$ cat src/rtl/imem_loader_pkg.sv
// rtl/imem_loader_pkg.sv - shared state encoding, sizes and byte-lane constants for the imem loader
// Optional checksum trailer is enabled with IMEM_LOADER_CHECKSUM_EN.
package imem_loader_pkg;

    localparam int DEPTH_DEF  = 32;
    localparam int ADDR_W_DEF = 5;
    localparam int CNT_W      = 6;
    localparam int LANE_W     = 8;
    localparam int LANES      = 4;
    localparam int WORD_W     = LANE_W * LANES;

    // Index of the final byte of a word; byte 0 lands in the most significant lane.
    localparam logic [1:0] LAST_LANE = 2'(LANES - 1);

    typedef enum logic [2:0] {
        ST_IDLE  = 3'd0,
        ST_RECV  = 3'd1,
        ST_WRITE = 3'd2,
        ST_CHECK = 3'd3,
        ST_DONE  = 3'd4
    } state_e;

    function automatic logic [CNT_W-1:0] clamp_count(input logic [CNT_W-1:0] req, input int depth);
        return (int'(req) > depth) ? CNT_W'(depth) : req;
    endfunction

endpackage

$ cat src/rtl/imem_loader_if.sv
// rtl/imem_loader_if.sv - control, byte stream and memory-write bundle of the imem loader
// slave is the loader side, master is the environment driving it.
interface imem_loader_if #(
    parameter int ADDR_W = 5
);
    logic              start;
    logic [5:0]        word_count;
    logic              rx_valid;
    logic [7:0]        rx_data;
    logic              rx_ready;
    logic              imem_we;
    logic [ADDR_W-1:0] imem_addr;
    logic [31:0]       imem_wdata;
    logic              cpu_hold;
    logic              done;
    logic              error;

    modport slave (
        input  start, word_count, rx_valid, rx_data,
        output rx_ready, imem_we, imem_addr, imem_wdata, cpu_hold, done, error
    );

    modport master (
        output start, word_count, rx_valid, rx_data,
        input  rx_ready, imem_we, imem_addr, imem_wdata, cpu_hold, done, error
    );
endinterface

$ cat src/rtl/imem_loader_byte_assembler.sv
// rtl/imem_loader_byte_assembler.sv - packs four stream bytes into a big-endian word
// word_ready_o marks the edge that takes the 4th byte; word_o is the completed word then.
module byte_assembler
    import imem_loader_pkg::*;
(
    input  logic              clk_i,
    input  logic              reset_i,
    input  logic              clear_i,
    input  logic              byte_valid_i,
    input  logic [LANE_W-1:0] byte_i,
    output logic              word_ready_o,
    output logic [WORD_W-1:0] word_o
);

    logic [1:0]        cnt_q, cnt_d;
    logic [WORD_W-1:0] shift_q, shift_d;

    assign word_o       = {shift_q[WORD_W-LANE_W-1:0], byte_i};
    assign word_ready_o = byte_valid_i && (cnt_q == LAST_LANE);

    always_comb begin
        cnt_d   = cnt_q;
        shift_d = shift_q;
        if (clear_i) begin
            cnt_d   = '0;
            shift_d = '0;
        end else if (byte_valid_i) begin
            cnt_d   = cnt_q + 2'd1;
            shift_d = word_o;
        end
    end

    always_ff @(posedge clk_i or posedge reset_i) begin
        if (reset_i) begin
            cnt_q   <= '0;
            shift_q <= '0;
        end else begin
            cnt_q   <= cnt_d;
            shift_q <= shift_d;
        end
    end

endmodule

$ cat src/rtl/imem_loader.sv
// rtl/imem_loader.sv - byte-stream loader for the 32-word instruction memory, holds the CPU while loading
// Define IMEM_LOADER_CHECKSUM_EN to require a trailing 32-bit sum word and report mismatches on error.
module imem_loader
    import imem_loader_pkg::*;
#(
    parameter int DEPTH  = DEPTH_DEF,
    parameter int ADDR_W = ADDR_W_DEF
) (
    input  logic         clk_i,
    input  logic         reset_i,
    imem_loader_if.slave bus
);

    state_e            state_q;
    logic [CNT_W-1:0]  count_q;
    logic [ADDR_W-1:0] addr_q;
    logic [WORD_W-1:0] wdata_q;
    logic              rx_ready_q;
    logic              we_q;
    logic              hold_q;
    logic              done_q;
`ifdef IMEM_LOADER_CHECKSUM_EN
    logic              error_q;
    logic [WORD_W-1:0] sum_q;
`endif

    logic              start_ok;
    logic              byte_ok;
    logic              word_ready;
    logic [WORD_W-1:0] word;
    logic [CNT_W-1:0]  req_count;
    logic              last_word;

    assign start_ok  = bus.start && ((state_q == ST_IDLE) || (state_q == ST_DONE));
    assign byte_ok   = bus.rx_valid && rx_ready_q;
    assign req_count = clamp_count(bus.word_count, DEPTH);
    assign last_word = (CNT_W'(addr_q) == (count_q - CNT_W'(1)));

    byte_assembler u_asm (
        .clk_i        (clk_i),
        .reset_i      (reset_i),
        .clear_i      (start_ok),
        .byte_valid_i (byte_ok),
        .byte_i       (bus.rx_data),
        .word_ready_o (word_ready),
        .word_o       (word)
    );

    always_ff @(posedge clk_i or posedge reset_i) begin
        if (reset_i) begin
            state_q    <= ST_IDLE;
            count_q    <= '0;
            addr_q     <= '0;
            wdata_q    <= '0;
            rx_ready_q <= 1'b0;
            we_q       <= 1'b0;
            hold_q     <= 1'b0;
            done_q     <= 1'b0;
`ifdef IMEM_LOADER_CHECKSUM_EN
            error_q    <= 1'b0;
            sum_q      <= '0;
`endif
        end else begin
            case (state_q)
                ST_IDLE, ST_DONE: begin
                    if (start_ok) begin
                        count_q <= req_count;
                        addr_q  <= '0;
`ifdef IMEM_LOADER_CHECKSUM_EN
                        error_q <= 1'b0;
                        sum_q   <= '0;
`endif
                        if (req_count == '0) begin
                            state_q <= ST_DONE;
                            done_q  <= 1'b1;
                            hold_q  <= 1'b0;
                        end else begin
                            state_q    <= ST_RECV;
                            done_q     <= 1'b0;
                            hold_q     <= 1'b1;
                            rx_ready_q <= 1'b1;
                        end
                    end
                end
                ST_RECV: begin
                    if (word_ready) begin
                        wdata_q    <= word;
                        we_q       <= 1'b1;
                        rx_ready_q <= 1'b0;
                        state_q    <= ST_WRITE;
`ifdef IMEM_LOADER_CHECKSUM_EN
                        sum_q      <= sum_q + word;
`endif
                    end
                end
                ST_WRITE: begin
                    we_q <= 1'b0;
                    // The address stops at the last word so a full-depth load never wraps to 0.
                    if (last_word) begin
`ifdef IMEM_LOADER_CHECKSUM_EN
                        state_q    <= ST_CHECK;
                        rx_ready_q <= 1'b1;
`else
                        state_q    <= ST_DONE;
                        done_q     <= 1'b1;
                        hold_q     <= 1'b0;
`endif
                    end else begin
                        addr_q     <= addr_q + ADDR_W'(1);
                        state_q    <= ST_RECV;
                        rx_ready_q <= 1'b1;
                    end
                end
`ifdef IMEM_LOADER_CHECKSUM_EN
                ST_CHECK: begin
                    if (word_ready) begin
                        error_q    <= (word != sum_q);
                        done_q     <= 1'b1;
                        hold_q     <= 1'b0;
                        rx_ready_q <= 1'b0;
                        state_q    <= ST_DONE;
                    end
                end
`endif
                default: begin
                    state_q    <= ST_IDLE;
                    rx_ready_q <= 1'b0;
                    we_q       <= 1'b0;
                    hold_q     <= 1'b0;
                end
            endcase
        end
    end

    assign bus.rx_ready   = rx_ready_q;
    assign bus.imem_we    = we_q;
    assign bus.imem_addr  = addr_q;
    assign bus.imem_wdata = wdata_q;
    assign bus.cpu_hold   = hold_q;
    assign bus.done       = done_q;
`ifdef IMEM_LOADER_CHECKSUM_EN
    assign bus.error      = error_q;
`else
    assign bus.error      = 1'b0;
`endif

endmodule

$ cat src/flat_wrapper.sv
// flat-port wrapper written by rule: the top's interface ports become plain ports
module imem_loader_flat import imem_loader_pkg::*;
#(
    parameter int DEPTH  = DEPTH_DEF,
    parameter int ADDR_W = ADDR_W_DEF
)
  (clk_i, reset_i, bus_start, bus_word_count, bus_rx_valid, bus_rx_data, bus_rx_ready, bus_imem_we, bus_imem_addr, bus_imem_wdata, bus_cpu_hold, bus_done, bus_error);
  imem_loader_if #(.ADDR_W(ADDR_W)) bus_i ();
  input  logic clk_i;
  input  logic reset_i;
  input wire logic [$bits(bus_i.start)-1:0] bus_start;
  input wire logic [$bits(bus_i.word_count)-1:0] bus_word_count;
  input wire logic [$bits(bus_i.rx_valid)-1:0] bus_rx_valid;
  input wire logic [$bits(bus_i.rx_data)-1:0] bus_rx_data;
  output wire logic [$bits(bus_i.rx_ready)-1:0] bus_rx_ready;
  output wire logic [$bits(bus_i.imem_we)-1:0] bus_imem_we;
  output wire logic [$bits(bus_i.imem_addr)-1:0] bus_imem_addr;
  output wire logic [$bits(bus_i.imem_wdata)-1:0] bus_imem_wdata;
  output wire logic [$bits(bus_i.cpu_hold)-1:0] bus_cpu_hold;
  output wire logic [$bits(bus_i.done)-1:0] bus_done;
  output wire logic [$bits(bus_i.error)-1:0] bus_error;
  assign bus_i.start = bus_start;
  assign bus_i.word_count = bus_word_count;
  assign bus_i.rx_valid = bus_rx_valid;
  assign bus_i.rx_data = bus_rx_data;
  assign bus_rx_ready = bus_i.rx_ready;
  assign bus_imem_we = bus_i.imem_we;
  assign bus_imem_addr = bus_i.imem_addr;
  assign bus_imem_wdata = bus_i.imem_wdata;
  assign bus_cpu_hold = bus_i.cpu_hold;
  assign bus_done = bus_i.done;
  assign bus_error = bus_i.error;
  imem_loader #(.DEPTH(DEPTH), .ADDR_W(ADDR_W)) u_core (.clk_i(clk_i), .reset_i(reset_i), .bus(bus_i));
endmodule
$ cat config.mk
export PLATFORM = sky130hd
export DESIGN_NAME = imem_loader_flat
export DESIGN_NICKNAME = d
export VERILOG_FILES = /design/src/rtl/imem_loader_pkg.sv /design/src/rtl/imem_loader_if.sv /design/src/rtl/imem_loader_byte_assembler.sv /design/src/rtl/imem_loader.sv /design/src/flat_wrapper.sv
export SDC_FILE = /design/constraint.sdc
export NUM_CORES = 1
export LEC_CHECK = 0
export CELL_PAD_IN_SITES_DETAIL_PLACEMENT = 1
export CELL_PAD_IN_SITES_GLOBAL_PLACEMENT = 1
export CORE_MARGIN = 10
export CORE_UTILIZATION = 35
export CTS_BUF_LIST = sky130_fd_sc_hd__clkbuf_8 sky130_fd_sc_hd__clkbuf_16
export CTS_CLUSTER_DIAMETER = 40
export DETAILED_ROUTE_END_ITERATION = 8
export PLACE_DENSITY = 0.77
export SYNTH_ARGS = -nofsm -noshare
export SYNTH_HDL_FRONTEND = slang
export SYNTH_SLANG_ARGS = --single-unit
export TNS_END_PERCENT = 30
$ cat constraint.sdc
create_clock -name clk_i -period 5.52 [get_ports clk_i]
set_clock_uncertainty 0.2 [all_clocks]
set_input_delay 1.104 -clock clk_i [delete_from_list [all_inputs] [get_ports clk_i]]
set_output_delay 1.104 -clock clk_i [all_outputs]
set_load 0.01 [all_outputs]
# == Word level (Yosys, flattened, before mapping) ==
# Index checks and enable logic that the tools add are counted.
# totals
ff_bits,76
in_bits,18
output_inout_bits,42
word_cells,71
# classes
addsub,3
magnitude_cmp,1
n_eq_ne,10
n_mux,28
bitwise_logic,2
reduce_logical,17
# op_table
cell,count
two-way mux 24 bit,2
two-way mux 3 bit,4
two-way mux 1 bit,11
two-way mux 5 bit,2
case mux 5 bit (2 select lines),1
case mux 3 bit (3 select lines),1
AND reduction 3 bit,3
AND reduction 2 bit,4
equality test 5 x 6 -> 1 bit,1
"greater-than comparator 6 bit, second input constant",1
logical NOT 6 bit,1
two-way mux 6 bit,1
"inequality test 2 bit, second input constant",3
case mux 1 bit (3 select lines),2
"subtractor 6 x 1 -> 6 bit, second input constant",1
"adder 5 x 1 -> 5 bit, second input constant",1
two-way mux 2 bit,2
"inequality test 2 x 1 -> 1 bit, second input constant",2
case mux 1 bit (2 select lines),2
AND reduction 4 bit,1
nonzero test 2 bit,2
"equality test 3 x 1 -> 1 bit, second input constant",1
"equality test 3 x 2 -> 1 bit, second input constant",1
"equality test 3 bit, second input constant",1
other kinds (7),10

# == Depth between registers and ports, before layout ==
# Gate-level depths: netlist (run 1).
# logic_depth
ltp_word,6
depth_mapped,7
ltp_nobuf,7

# == Modules after synthesis ==
# Synthesis (run 1) repeated with hierarchy kept, for this count alone.
# unflattened
cells_unflattened,278
area_unflattened_um2,3385.7
# modules_own_cells
mod,n_inst,cells_each,area_each_um2,seq_area_each_um2
imem_loader,1,183,2227.1,1251.2
byte_assembler,1,95,1158.6,650.6

# == Worst setup path after synthesis (run 1) ==
# No wires, ideal clock.
# synth_timing
path_kind,input -> register
from,in bus_rx_valid
to,"reg u_core.wdata_q[0], in the netlist u_core.bus.imem_wdata[0]"
setup_ps,125
t_arrival_ps,1994
required_ps,5195
setup_slack_ps,3202
path_stages,4
path_buffers,1
cell_sequence,and2_1 nand3_1 buf_2 mux2_2
# synth_via
elab_chain_cells,3
# synth_lines
element,line_no,rtl
"start, declared",flat_wrapper.sv:13,input wire logic [$bits(bus_i.rx_valid)-1:0] bus_rx_valid;
logical AND 1 bit,imem_loader.sv:35,assign byte_ok = bus.rx_valid && rx_ready_q;
logical AND 1 bit,imem_loader_byte_assembler.sv:19,assign word_ready_o = byte_valid_i && (cnt_q == LAST_LANE);
AND reduction 2 bit (no source line),n/a,
"end signal, assigned",imem_loader.sv:87,wdata_q <= word;
"end, declared",imem_loader.sv:17,logic [WORD_W-1:0] wdata_q;
# Every way passes these cells.
# A chain may end at the register's enable or synchronous reset.

# == Worst setup path in the final report (run 1) ==
# layout_timing
from,in bus_rx_valid
to,"reg u_core.wdata_q[29], in the netlist u_core.bus.imem_wdata[29]"
# Same word-level chain as after synthesis.

==> results of run 1 <==
layout by cell type, fill, tap and decap left out, drive strengths merged, types with 2 or more instances in the layout:
cell	Yosys	final
mux2i	5	5
dfrtp	76	76
nand2	68	68
clkdlybuf4s50	0	58
and2	2	2
ha	3	3
nor3	3	3
buf	5	3
inv	10	10
xnor2	5	5
clkinv	0	5
o21ai	8	8
mux2	33	33
a21oi	27	27
o311ai	2	2
nand3b	5	5
clkbuf	10	9
nand3	9	9
nor2	9	9
worst reg2reg max path, stage by stage, from the launching register on:
cell     delay, ps
dfrtp_1        470
inv_1          150
nor3_1         320
nand3_2        690
mux2_2         570
cells by family after synthesis:
logic type	synth area share
mux	0.127
other cells	0.00113
fa+ha+maj	0.0113
simple gates	0.138
buf+inv	0.0310
xor+xnor	0.0159
compound gates	0.101
flops	0.574
per-stage QoR:
step           total power [mW]  cell area (sq um)   util
2_1_floorplan              1.44               3310      -
3_3_place_gp               1.82               4020  0.435
3_5_place_dp               1.86               4020  0.435
4_1_cts                    2.27               4200  0.454
5_1_grt                    2.41               4200  0.454
6_report                   2.24               4200  0.454
sequential cells by signal, indices dropped and copies added (netlist names), 2 cells and up:
register / count
u_core.u_asm.cnt_q: 2
u_core.count_q: 6
u_core.u_asm.shift_q: 24
u_core.bus.imem_addr: 5
u_core.state_q: 3
u_core.bus.imem_wdata: 32
power groups by stage:
stage | registers, mW | logic, mW | clock network (mW)
floorplan | 0.992 | 0.447 | 0
global placement | 0.980 | 0.837 | 0
detailed placement | 0.994 | 0.868 | 0
CTS | 0.985 | 0.878 | 0.410
global route | 1.02 | 0.954 | 0.430
finish | 0.981 | 0.860 | 0.400
path summary, 6_finish.rpt:
| kind | from | to | slack [ps] | cells past startpoint |
|---|---|---|---|---|
| worst min-delay path | u_core.bus.imem_wdata[19] | u_core.bus.imem_wdata[19] | 310 | 1 |
| worst max-delay path | bus_rx_valid | u_core.bus.imem_wdata[29] | 2220 | 5 |
| worst min register to register | u_core.bus.imem_wdata[19] | u_core.bus.imem_wdata[19] | 310 | 1 |
| max in group asynchronous | reset_i | u_core.bus.imem_wdata[16] | 3240 | 3 |
| min in group asynchronous | reset_i | u_core.bus.imem_addr[4] | 960 | 2 |
| worst max register to register | u_core.state_q[0] | u_core.bus.imem_wdata[29] | 3010 | 4 |
cell type report:
type | instances | area, sq um | share of cell area
sequential | 76 | 1900 | 0.453
multi-input combinational | 197 | 1310 | 0.312
timing repair buffer | 61 | 603 | 0.144
tap | 129 | 161 | 0.0385
clock buffer | 9 | 124 | 0.0295
clock inverter | 6 | 57.6 | 0.0137
inverter | 10 | 38.8 | 0.00924
routing by layer:
metal,global-route usage,vias up
li1,-,1129
met1,0.154,1242
met2,0.198,39
met3,0.0260,12
met4,0.0568,0
met5,0,-
==> flow_summary.ini, run 1 <==
[worst_setup_path]
path_max_fanout = 33
path_buf_inv = 2
crit_family = simple AND/OR/NAND/NOR gates
worstPathCellList = clkdlybuf4s50_1, and2_1, buf_4, nand3_2, mux2_2
required_ps = 5550
cp.arrival_ps = 3330
criticalPathCategory = primary input to register
cp_slowest_cell = nand3_2
slowest_delay_ps = 710
end_kind = register
cp-start-kind = primary input

[timing]
rsz0062_at_grt = false
holdWs_ps = 308
fmax_mhz = 303
slew_headroom = 0.410
fin_crit_sh = 0.598
setup_slack_ps = 2220
tightestPinTransition_ps = 883
tns_ps = 0
min_period_ps = 3300
hold_viol_final = 0
slew_viol_final = 0
finalSetupViolCount = 0

[clocking]
clk_latency_ps = 340
postCtsSetupRepairBufs = 0
htree_levels = 3
cts_max_path_buffers = 2
tritoncts = yes
cts_resized = 0
cts.sinks = 76
cts_hold_buf = 0
ctsRootBufferMaster = clkbuf_8
path_clk_slew_ps = 70
cts_buffers = 9

[synthesis]
yosysMostFrequentCell = dfrtp_1
ys_dominant_reg_cell = dfrtp_1
netlist_area_sq_um = 3310
synthArstFlopShare = 1.00
synth_area_leader_cell = dfrtp_1
yosysUniqueCellTypes = 39
ys_top_cells_by_area = dfrtp_1 (57%), mux2_2 (11%), nand2_1 (7.7%)
synth_edf_count = 0
ys_ff_latch = 76
syn_area_per_cell_sq_um = 11.1
yosysSeqAreaShare = 0.574
synthTopCellsByCount = dfrtp_1 (76), nand2_1 (68), mux2_2 (33)
syn_nets = 319
yosysTopAreaCellShare = 0.574
yosysWarnings = 0
syn_inst = 298

[cells_and_area]
n_antenna_cell = 0
syn2layout_area_growth_pct = 26.8
nNetsFinal = 376
drive_gt1_frac = 0.170
nFillCells = 1013
stdcell_count = 488

[drt]
routedWlPerCell_um = 16.5
wl_met3_um = 305
drt-vias-per-instance = 4.96
initialDrtViolationCount = 92
top_layer_used = met4
met2_length_um = 3970
drt_pass1_iterations = 4
drc = 0
via_count = 2422
wirelength_um = 8050
final_antenna_net_count = 0
drt-met1-wl_um = 3610

[power]
ir_drop_mv = 0.216
p_leak_nw = 1.87
power.share.clock = 0.178
p_sw_mw = 0.783
swShare = 0.349
internal_power_mw = 1.46
p_per_area_nw_per_um2 = 534
seqPwrFrac = 0.438
combPwrFrac = 0.384

[global_route]
antenna_found_initial = 0
grt-ovfl-total = 0
gr-usage-all-layers = 0.123
grt_max_degree = 41
grt_pass1_vias = 2576
grt_pass1_wl_um = 13400

[placed_design]
placed_cells = 473
dp_slack_ps = 1810
portBuffers = 58
place.gp.congestion = 0.783
dp.final_hpwl_um = 5700

[outcome]
status = finished clean

[floorplanning]
die_y_um = 117
io_pins = 60
design.die.area_sq_um = 13700
coreArea_sq_um = 9240
rows = 35
die_w_um = 117
initial_core_util = 0.358

[min_path]
holdCritPathClass = register to register

[run]
cap_violations = 0
No activity file was read; power rests on OpenSTA's default activity.
==> inputs of run 2 (changes only) <==
==> constraint.sdc (replaced) <==
create_clock -name clk_i -period 3.1 [get_ports clk_i]
set_clock_uncertainty 0.2 [all_clocks]
set_input_delay 0.62 -clock clk_i [delete_from_list [all_inputs] [get_ports clk_i]]
set_output_delay 0.62 -clock clk_i [all_outputs]
set_load 0.01 [all_outputs]
==> flow_summary.ini, run 2 (synthesis results as in run 1) <==
[cells_and_area]
largest_register_ffs = 32
nFillCells = 1000
layout.cells.most_common = dfrtp_1
nNetsFinal = 378
final_cell_mix = dfrtp_1 (76), nand2_1 (68), clkdlybuf4s50_1 (58), mux2_2 (33), a21oi_1 (27)
multi_input_area_sq_um = 1310
syn2layout_area_growth_pct = 28.8
seqCellArea_sq_um = 1900
drive_gt1_frac = 0.180
n_antenna_cell = 0

[clocking]
cts_hold_buf = 0
cts_buffers = 9
cts_max_path_buffers = 2
clk_latency_ps = 350
cts_resized = 0
ctsRootBufferMaster = clkbuf_8
postCtsSetupRepairBufs = 0
cts.sinks = 76
tritoncts = yes
htree_levels = 3
path_clk_slew_ps = 80

[run]
cap_violations = 0

[floorplanning]
die_w_um = 117
design.die.area_sq_um = 13700
coreArea_sq_um = 9240
die_y_um = 117
io_pins = 60
rows = 35
initial_core_util = 0.358

[worst_setup_path]
path_max_fanout = 6
cp.arrival_ps = 1420
required_ps = 2280
r2r-start = u_core.count_q[0]
end_kind = primary output
crit_family = buffers and inverters
cp-endpoint = bus_imem_addr[0]
rr_worst_depth = 7
cp_slowest_cell = clkdlybuf4s50_1
path_buf_inv = 1
criticalPathCategory = register to primary output
slowest_delay_ps = 600
worstReg2RegEnd = u_core.bus.imem_addr[2]
r2r_slack_ps = 870
cp-start-kind = register
worstPathCellList = clkdlybuf4s50_1
startpoint = u_core.bus.imem_addr[0]
cp.depth = 1

[timing]
setup_slack_ps = 856
holdWs_ps = 307
rsz0062_at_grt = false
tns_ps = 0
finalSetupViolCount = 0
fin_crit_sh = 0.724
min_period_ps = 2240
hold_viol_final = 0
fmax_mhz = 446
slew_viol_final = 0

[drt]
via_count = 2372
drt_pass1_iterations = 4
final_antenna_net_count = 0
drt-vias-per-instance = 4.83
routedWlPerCell_um = 16.0
initialDrtViolationCount = 108
drc = 0
wirelength_um = 7870

[global_route]
grt_pass1_vias = 2649
antenna_found_initial = 0
grt_max_degree = 77
gr-usage-all-layers = 0.124
grt_pass1_wl_um = 13400
grt-ovfl-total = 0

[outcome]
status = finished clean

[placed_design]
dp.final_hpwl_um = 5520
place.gp.congestion = 0.777
portBuffers = 58
dp_slack_ps = 667

[min_path]
hp-start = u_core.bus.imem_wdata[24]
holdCritPathClass = register to register

[power]
power_mw = 4.05
p_per_area_nw_per_um2 = 950
p_leak_nw = 1.90
ir_drop_mv = 0.366
-- run 2: worst min-delay path by stage --
stage	end	slack [ps]	depth (start not counted)
after floorplan	u_core.bus.imem_we	270	1
after global placement	u_core.bus.imem_wdata[7]	290	1
after detailed placement	u_core.bus.imem_wdata[24]	290	1
after CTS	u_core.bus.imem_wdata[1]	310	1
after global routing	u_core.bus.imem_wdata[24]	320	1
final	u_core.bus.imem_wdata[24]	310	1
-- run 2: per-layer routing --
layer  part of all wire  up-vias  track usage
li1                   -     1130            -
met1               0.43     1186        0.148
met2               0.50       43        0.203
met3              0.043       13       0.0296
met4              0.022        0       0.0626
met5                  0        -            0
-- run 2: metrics by stage --
stage / utilization / cell area [sq um] / std cells
finish: 0.461 / 4260 / 491
floorplan: - / 3310 / 298
detailed placement: 0.439 / 4060 / 475
CTS: 0.461 / 4260 / 491
global placement: 0.439 / 4060 / 475
global route: 0.461 / 4260 / 491
-- run 2: layout make-up --
cell class / instances / area share
Clock inverter: 6 / 0.0164
Clock buffer: 10 / 0.0323
Tap cell: 129 / 0.0379
Sequential cell: 76 / 0.446
Inverter: 10 / 0.00910
Timing Repair Buffer: 63 / 0.151
Multi-Input combinational cell: 197 / 0.308
-- run 2: power by group --
part	total, mW	switching [mW]	internal [mW]
clock	0.773	0.373	0.401
sequential	1.73	0.322	1.41
combinational	1.54	0.710	0.833
total	4.05	1.40	2.65
==> inputs of run 3 (changes only) <==
--- a/config.mk
+++ b/config.mk
@@ -12,7 +12,7 @@
 export CTS_BUF_LIST = sky130_fd_sc_hd__clkbuf_8 sky130_fd_sc_hd__clkbuf_16
 export CTS_CLUSTER_DIAMETER = 40
 export DETAILED_ROUTE_END_ITERATION = 8
-export PLACE_DENSITY = 0.77
+export PLACE_DENSITY = 0.8
 export SYNTH_ARGS = -nofsm -noshare
 export SYNTH_HDL_FRONTEND = slang
 export SYNTH_SLANG_ARGS = --single-unit
==> constraint.sdc (replaced) <==
create_clock -name clk_i -period 1.8 [get_ports clk_i]
set_clock_uncertainty 0.2 [all_clocks]
set_input_delay 0.36 -clock clk_i [delete_from_list [all_inputs] [get_ports clk_i]]
set_output_delay 0.36 -clock clk_i [all_outputs]
set_load 0.01 [all_outputs]
==> flow_summary.ini, run 3 (synthesis results as in run 1) <==
[worst_setup_path]
cp-start-kind = register
rr_worst_depth = 6
r2r-start = u_core.count_q[1]
criticalPathCategory = register to register
cp_slowest_cell = or4b_4
slowest_delay_ps = 530
r2r_slack_ps = -250
end_kind = register
worstReg2RegEnd = u_core.bus.imem_addr[2]
cp.arrival_ps = 2110
worstPathCellList = or2_4, or4b_4, o311ai_4, buf_4, o2111ai_1, o311ai_2
path_max_fanout = 6
required_ps = 1850

[drt]
final_antenna_net_count = 0
initialDrtViolationCount = 98
drt-vias-per-instance = 4.76
drt_pass1_iterations = 4
routedWlPerCell_um = 17.0
drc = 0
via_count = 2466
wirelength_um = 8800

[timing]
rsz0062_at_grt = true
holdWs_ps = 121
min_period_ps = 2050
fin_crit_sh = 1.14
hold_viol_final = 0
fmax_mhz = 487
slew_viol_final = 0
setup_slack_ps = -255
finalSetupViolCount = 10

[outcome]
violations = setup timing
status = finished with violations

[floorplanning]
coreArea_sq_um = 9240
rows = 35
initial_core_util = 0.358
die_y_um = 117
io_pins = 60
die_w_um = 117
design.die.area_sq_um = 13700

[cells_and_area]
nNetsFinal = 405
nFillCells = 1018
n_antenna_cell = 0
multi_input_area_sq_um = 1380
syn2layout_area_growth_pct = 36.8
final_cell_mix = dfrtp_1 (75), nand2_1 (68), dlygate4sd2_1 (40), mux2_2 (33), a21oi_1 (27)
largest_register_ffs = 32
drive_gt1_frac = 0.265
seqCellArea_sq_um = 1900
layout.cells.most_common = dfrtp_1

[power]
ir_drop_mv = 0.643
p_per_area_nw_per_um2 = 1600
p_leak_nw = 2.20

[placed_design]
dp_slack_ps = -302
dp.final_hpwl_um = 6340
place.gp.congestion = 0.844
portBuffers = 58

[global_route]
grt_max_degree = 29
gr-usage-all-layers = 0.134
grt_pass1_wl_um = 14400
grt_pass1_vias = 2774
antenna_found_initial = 0
grt-ovfl-total = 0

[clocking]
cts_buffers = 9
htree_levels = 3
ctsRootBufferMaster = clkbuf_8
cts_max_path_buffers = 2
cts.sinks = 76
clk_latency_ps = 350
path_clk_slew_ps = 80
tritoncts = yes

[min_path]
holdCritPathClass = primary input to asynchronous set/reset pin

[run]
cap_violations = 0
run 3: cell types whose count changed in the layout (fill, tap and decap cells not counted), sizes merged:
cell and delta:
clkinvlp +4, clkdlybuf4s50 -41, clkinv -4, buf +27
clkdlybuf4s15 +1, dlygate4sd2 +40
run 3: layout make-up:
| class | instances | share of cell area |
|---|---|---|
| inverter | 10 | 0.00911 |
| timing repair buffer | 90 | 0.186 |
| tap | 129 | 0.0356 |
| clock inverter | 6 | 0.0155 |
| clock buffer | 10 | 0.0304 |
| multi-input combinational | 197 | 0.304 |
| sequential | 76 | 0.420 |
run 3: worst max path at each step:
| stage | from | to | depth (start not counted) |
|---|---|---|---|
| after detailed placement | u_core.count_q[0] | u_core.bus.imem_addr[2] | 7 |
| final | u_core.count_q[1] | u_core.bus.imem_addr[2] | 6 |
| after global routing | u_core.count_q[0] | u_core.bus.imem_addr[4] | 9 |
| after CTS | u_core.count_q[1] | u_core.bus.imem_addr[1] | 6 |
| after global placement | u_core.count_q[0] | u_core.bus.imem_addr[2] | 7 |
| after floorplan | u_core.count_q[0] | u_core.bus.imem_addr[2] | 7 |
run 3: repair_timing:
item	4_1_cts	5_1_grt
gates cloned	0	0
pin swaps	9	5
buffers inserted	5	0
gates resized for setup	50	10
hold buffers	0	0
setup endpoints to repair	51	43
run 3: routing by layer:
layer,track usage,share of wire,vias up
met2,0.222,0.49,37
li1,-,-,1188
met5,0,0,-
met4,0.0568,0.014,0
met1,0.161,0.44,1231
met3,0.0357,0.052,10
run 3: power breakdown:
part           switching (mW)  leakage [nW]  total, mW  internal [mW]
clock                   0.678        0.0955       1.37          0.688
sequential              0.498         0.995       2.93           2.43
combinational            1.44          1.11       2.96           1.52
run 3: critical path, delay by kind of cell, from the launching register on:
family,cells,cell delay [ps]
and+or+nand+nor,2,810
buffers and inverters,1,180
AOI/OAI and AO/OA,3,350
DFF,1,420
run 3: stage by stage:
stage	cells	total power [mW]	cell area (sq um)	TNS, ps	utilization
6_report	518	7.26	4530	-2170	0.490
3_5_place_dp	497	5.99	4260	-12750	0.461
3_3_place_gp	497	5.83	4260	-11210	0.461
5_1_grt	518	7.78	4530	-2910	0.490
2_1_floorplan	298	4.41	3310	-922	-
4_1_cts	518	7.26	4500	-2180	0.487
